File: src/rtl/spi_bus_arbiter.sv
// Round-robin owner of one shared SPI pin set: grants whole transactions,
// gates each chip-select with its grant and holds all selects high for a guard time.
module spi_bus_arbiter #(
  parameter int N_REQ        = 2,
  parameter int GUARD_CYCLES = 4
) (
  input  logic             SClk,
  input  logic             nReset,
  input  logic [N_REQ-1:0] Req,
  output logic [N_REQ-1:0] Grant,
  input  logic [N_REQ-1:0] ReqClkRunning,
  input  logic [N_REQ-1:0] ReqClkStretch,
  input  logic [N_REQ-1:0] ReqSPIDo,
  input  logic [N_REQ-1:0] ReqnSel,
  output logic             ClockRunning,
  output logic             ClockStretch,
  output logic             SPIDo,
  output logic [N_REQ-1:0] nSel,
  output logic             Busy,
  output logic [1:0]       Owner
);

  typedef enum logic [1:0] {
    IDLE  = 2'd0,
    OWN   = 2'd1,
    GUARD = 2'd2
  } state_t;

  state_t           state;
  logic [1:0]       owner_q;
  logic [1:0]       ptr_q;
  logic [3:0]       guard_cnt;
  logic [N_REQ-1:0] grant_q;

  // Requester vectors padded to the 4-entry maximum so a 2-bit owner index always fits.
  logic [3:0] req4;
  logic [3:0] run4;
  logic [3:0] stretch4;
  logic [3:0] do4;
  logic [2:0] pick;

  assign req4     = 4'(Req);
  assign run4     = 4'(ReqClkRunning);
  assign stretch4 = 4'(ReqClkStretch);
  assign do4      = 4'(ReqSPIDo);

  // Returns {found, index}: first set request scanning from ptr+1, wrapping.
  function automatic logic [2:0] pick_next(input logic [3:0] req, input logic [1:0] ptr);
    logic       found;
    logic [1:0] idx;
    logic [2:0] cand;
    found = 1'b0;
    idx   = 2'd0;
    for (int i = 1; i <= N_REQ; i++) begin
      cand = {1'b0, ptr} + 3'(i);
      if (cand >= 3'(N_REQ)) cand = cand - 3'(N_REQ);
      if (!found && req[cand[1:0]]) begin
        found = 1'b1;
        idx   = cand[1:0];
      end
    end
    return {found, idx};
  endfunction

  assign pick = pick_next(req4, ptr_q);

  always_ff @(posedge SClk or negedge nReset) begin
    if (!nReset) begin
      state     <= IDLE;
      owner_q   <= 2'd0;
      ptr_q     <= 2'd0;
      guard_cnt <= 4'd0;
      grant_q   <= '0;
    end else begin
      case (state)
        IDLE: begin
          if (pick[2]) begin
            state   <= OWN;
            owner_q <= pick[1:0];
            grant_q <= N_REQ'(4'b0001 << pick[1:0]);
          end
        end
        OWN: begin
          // Release only once the owner has also stopped its clock, so no byte is cut.
          if (!req4[owner_q] && !run4[owner_q]) begin
            state     <= GUARD;
            grant_q   <= '0;
            ptr_q     <= owner_q;
            guard_cnt <= 4'd0;
          end
        end
        GUARD: begin
          if (guard_cnt == 4'(GUARD_CYCLES - 1)) begin
            state     <= IDLE;
            guard_cnt <= 4'd0;
          end else begin
            guard_cnt <= guard_cnt + 4'd1;
          end
        end
        default: state <= IDLE;
      endcase
    end
  end

  // Routing is purely combinational from registered state: no latency on SPI paths.
  always_comb begin
    ClockRunning = 1'b0;
    ClockStretch = 1'b0;
    SPIDo        = 1'b1;
    nSel         = '1;
    if (state == OWN) begin
      ClockRunning = run4[owner_q];
      ClockStretch = stretch4[owner_q];
      SPIDo        = do4[owner_q];
      for (int i = 0; i < N_REQ; i++) begin
        nSel[i] = (owner_q == 2'(i)) ? ReqnSel[i] : 1'b1;
      end
    end
  end

  assign Grant = grant_q;
  assign Busy  = (state != IDLE);
  assign Owner = owner_q;

endmodule

File: config.mk
export PLATFORM = sky130hd
export DESIGN_NAME = spi_bus_arbiter
export DESIGN_NICKNAME = d
export VERILOG_FILES = /design/src/rtl/spi_bus_arbiter.sv
export SDC_FILE = /design/constraint.sdc
export NUM_CORES = 1
export LEC_CHECK = 0
export BUFFER_PORTS_ARGS = -buffer_cell sky130_fd_sc_hd__buf_2
export CAP_MARGIN = 20
export CORE_MARGIN = 2
export CORE_UTILIZATION = 52
export CTS_CLUSTER_SIZE = 16
export DETAILED_ROUTE_END_ITERATION = 12
export GPL_TIMING_DRIVEN = 0
export PLACE_DENSITY = 0.88
export SKIP_CTS_REPAIR_TIMING = 1
export SYNTH_ARGS = -nofsm -noshare
export SYNTH_HDL_FRONTEND = slang
export SYNTH_SLANG_ARGS = --single-unit
export TNS_END_PERCENT = 5
File: constraint.sdc
create_clock -name SClk -period 4.7 [get_ports SClk]
set_input_delay 0.235 -clock SClk [delete_from_list [all_inputs] [get_ports SClk]]
set_output_delay 0.235 -clock SClk [all_outputs]
set_load 0.05 [all_outputs]
### After elaboration in Yosys (flattened, before gate mapping)

Index checks and enable logic that the tools add are counted.
Widths: inputs -> output; s select.

| cells by class | value |
|---|---|
| $add $sub $neg | 5 |
| $lt $le $gt $ge | 5 |
| eq/ne operators | 7 |
| shift-type cells | 1 |
| multiplexer cells | 34 |
| reduce and logical (&&, ||, !) cells | 15 |

Operators by type and width:

| operator | count |
|---|---|
| $mux 2 | 10 |
| $mux 1 | 13 |
| $bmux 1 s2 | 6 |
| $lt 2x3->1 const B | 3 |
| $mux 4 | 2 |
| $pmux 4 s2 | 1 |
| $ge 3x2->1 const B | 2 |
| $ne 2x2->1 const B | 3 |
| $pmux 2 s3 | 1 |
| $reduce_and 2->1 | 3 |
| $reduce_and 3->1 | 2 |
| $reduce_bool 2->1 | 3 |
| $add 4x1->4 const B | 1 |
| $eq 2x1->1 const B | 2 |
| $eq 4x2->1 const B | 1 |
| $logic_not 2->1 | 2 |
| $pmux 2 s2 | 1 |
| $sub 2x2->2 const B | 2 |
| $add 2x1->3 const B | 1 |
| $add 2x2->3 const B | 1 |
| $logic_not 1->1 | 3 |
| $eq 2x2->1 const B | 1 |
| $logic_and 1x1->1 | 2 |
| $shl 1x2->2 const A | 1 |

| storage, ports and cells | value |
|---|---|
| register bits after elaboration | 12 |
| input bits | 12 |
| output and inout port bits | 10 |

### Longest topological paths before layout

| logic depth | value |
|---|---|
| depth in word-level cells | 12 |
| depth in mapped cells | 5 |

### Worst setup path before layout

OpenSTA, ideal clock, no wires.

| timing path | value |
|---|---|
| path kind | register -> output |
| start | register owner_q[0] (netlist: Owner[0]) |
| end | output port SPIDo |
| data arrival time | 1,971 ps |
| data required time | 4,465 ps |
| setup slack | 2,494 ps |
| cell stages (with the launch flop) | 4 |
| cells stage by stage | dfrtp_1 > buf_6 > mux2i_1 > o21ai_0 |

| between the ends | value |
|---|---|
| word-level cells in the longest chain between the ends | 3 |

Ends and longest elaborated chain:

| what | RTL line | source |
|---|---|---|
| start, declared | 30 | `logic [1:0] owner_q;` |
| start signal, assigned | 79 | `owner_q <= pick[1:0];` |
| $bmux 1 s2 | 114 | `SPIDo = do4[owner_q];` |
| $mux 1 (implied by the code) | 114 |  |
| $mux 1 | 111 | `if (state == OWN) begin` |
| end, declared | 17 | `output logic SPIDo,` |

No other way between the ends. The select of a mux whose other input is x is not followed.

### Final worst setup path

| timing path | value |
|---|---|
| start | register state[1] |
| end | output port nSel[1] |

| between the ends | value |
|---|---|
| word-level cells in the longest chain between the ends | 2 |

Ends and longest elaborated chain:

| what | RTL line | source |
|---|---|---|
| start, declared | 29 | `state_t state;` |
| start signal, assigned | 69 | `state <= IDLE;` |
| start signal, assigned | 78 | `state <= OWN;` |
| start signal, assigned | 86 | `state <= GUARD;` |
| $eq 2x1->1 | 111 |  |
| $mux 2 | 111 |  |
| end, declared | 18 | `output logic [N_REQ-1:0] nSel,` |

No other way between the ends.

==> qor.yml <==
fin_tns_setup_ns: 0
multi_input_area_um2: 369.1
fmax_ghz: 0.5118
vias_per_cell: 5.571
cts_buffer_depth: 2
slew_headroom: 0.7481
p_leak_nw: 0.4074
numCtsBuffers: 3
detail-route-antenna-nets: 0
grt_max_degree: 13
ff_latch_area_um2: 300.3
cts_tree: "yes"
antenna_found_initial: 0
syn_to_final_growth_pct: 21.97
rsz0062_at_grt: "false"
dp_hpwl_um: 1249
status: "completed"
die_h_um: 41
drtPass1Iterations: 3
worstSkewPairLatency_ns: 0.28
die-area_um2: 1681
post-route-period-util: 0.4157
syn-cell-area_um2: 711.9
synth.avg_cell_area_um2: 9.888
wl_um: 1626
cts_max_level: 1
rows: 13
die_w_um: 41
grt_pass1_vias: 554
place_congestion: 0.8239
worst_ep_required_time_ns: 4.47
nFillCells: 111
clock_skew_ns: 0.005958
dp_cells: 108
start_util: 0.5540
synth_nets: 85
hp-class: "input pin to flip-flop"
grt_usage: 0.2483
ys_types: 33
grt_pass1_wl_um: 2559
antenna_cells: 0
portBuffers: 21
setup_viol: 0
dr_total_vias: 624
final_nets: 112
hold_viol: 0
ys_warn_count: 0
final_max_slew_viol_count: 0
fin_crit_ns: 1.954
layout-drive-gt1-share: 0.3196
io_pins: 22
core_region_area_um2: 1285
startpoint_type: "flip-flop"
drc: 0
grt.overflow.total: 0
final_cells: 112
synth_cells: 72
clock-sinks: 12
worst_slew_pin_slew_ns: 0.3779
first_iter_violations: 12
avgRoutedWirePerCell_um: 14.52
crit_type: "flip-flop to output pin"
cap_violations: 0
power-per-cell-area_nw_per_um2: 724.8
worstPathMaxFanout: 10
endpoint_kind: "output pin"
crit_arrival_ns: 1.72
peakVddDrop_mv: 0.4131
ys_seq_area_frac: 0.4218
clkTransAtPathRegs_ns: 0.08
ctsRootBufferMaster: "clkbuf_4"
ys_ff_latch: 12
[layer usage]
| metal | GRT usage | wire length (um) | up-vias |
|---|---|---|---|
| met5 | 0 | 0 | - |
| met4 | 0.1667 | 51 | 0 |
| met3 | 0.08152 | 53 | 7 |
| met2 | 0.3828 | 823 | 13 |
| met1 | 0.2886 | 697 | 291 |
| li1 | - | - | 313 |
[state kept, by name, summed over array words and instances, names as in the netlist]
register   flops
Grant          2
Owner          2
guard_cnt      4
ptr_q          2
state          2
[cells by family after synthesis]
group | synth area share
compound gates | 0.2109
simple gates | 0.2039
mux | 0.07381
flops | 0.4218
buf+inv | 0.05974
fa+ha+maj | 0.01757
xor+xnor | 0.01230
[cell type report]
class | instances | area share
clock buffer | 3 | 0.02594
multi-input combinational | 51 | 0.4251
timing repair buffer | 22 | 0.1326
sequential | 12 | 0.3458
tap | 15 | 0.02161
inverter | 6 | 0.02594
buffer | 3 | 0.02305
[path summary, 6_finish.rpt]
kind / startpoint / endpoint / slack, ns / cells past startpoint
max: state[1] / nSel[1] / 2.75 / 5
min: Req[1] / Grant[1] / 0.31 / 3
max reg2reg: Owner[0] / ptr_q[1] / 2.86 / 4
min reg2reg: Grant[0] / Grant[0] / 0.54 / 2
max in group asynchronous: nReset / guard_cnt[2] / 4.13 / 2
min in group asynchronous: nReset / ptr_q[0] / 0.36 / 2
[worst max-delay path, cell delays in order (launching register included)]
cell and delay [ns]:
dfrtp_1 0.36, buf_2 0.18, nor2b_1 0.22, nand2_1 0.14, or3_1 0.32, buf_2 0.22
[Yosys cell counts, drive strengths merged]
master,count,area (um2)
nor2b,2,12.51
o21ai,4,20.02
a22oi,1,7.510
nand4,1,6.260
a41oi,1,8.760
or3,4,30.03
nor2,4,15.01
or3b,1,11.26
a21oi,1,5.000
o21bai,2,15.01
xor2,1,8.760
a31oi,1,6.260
nand2,7,26.28
nand2b,2,12.51
dfrtp,12,300.3
inv,6,22.52
nor3b,1,7.510
a41o,1,10.01
o211ai,2,15.01
o31ai,1,7.510
mux2i,3,30.03
nand3,1,5.000
clkbuf,1,3.750
buf,2,16.26
mux2,2,22.52
o22ai,3,18.77
a311oi,1,26.28
ha,1,12.51
nor4bb,1,10.01
nand4b,1,8.760
a221o,1,10.01
[layout by cell type (no fill, tap or decap), drive strengths merged, types with 2 or more instances in the layout]
cell | Yosys | final
dfrtp | 12 | 12
o22ai | 3 | 3
o21bai | 2 | 2
buf | 2 | 23
nand2 | 7 | 7
clkbuf | 1 | 4
mux2i | 3 | 3
nand2b | 2 | 2
nor2b | 2 | 2
mux2 | 2 | 2
o211ai | 2 | 2
nor2 | 4 | 4
inv | 6 | 6
o21ai | 4 | 4
or3 | 4 | 4
[power breakdown]
part | internal [mW] | switching, mW | total [mW]
logic | 0.126 | 0.264 | 0.390
clock network | 0.0298 | 0.0358 | 0.0656
registers | 0.143 | 0.0311 | 0.174
[through the flow]
stage	hold slack, ns	util	instance area, um2	setup slack [ns]	total power, mW
after floorplan	-0.06059	-	711.9	2.494	0.4801
after global placement	0.1247	0.6504	835.8	2.911	0.5508
after detailed placement	0.1252	0.6504	835.8	2.870	0.5642
after CTS	-0.1785	0.6680	858.3	2.739	0.6296
after global routing	0.3363	0.6758	868.3	2.623	0.6695
final	0.3134	0.6758	868.3	2.746	0.6294
No activity file was read; power rests on OpenSTA's default activity.
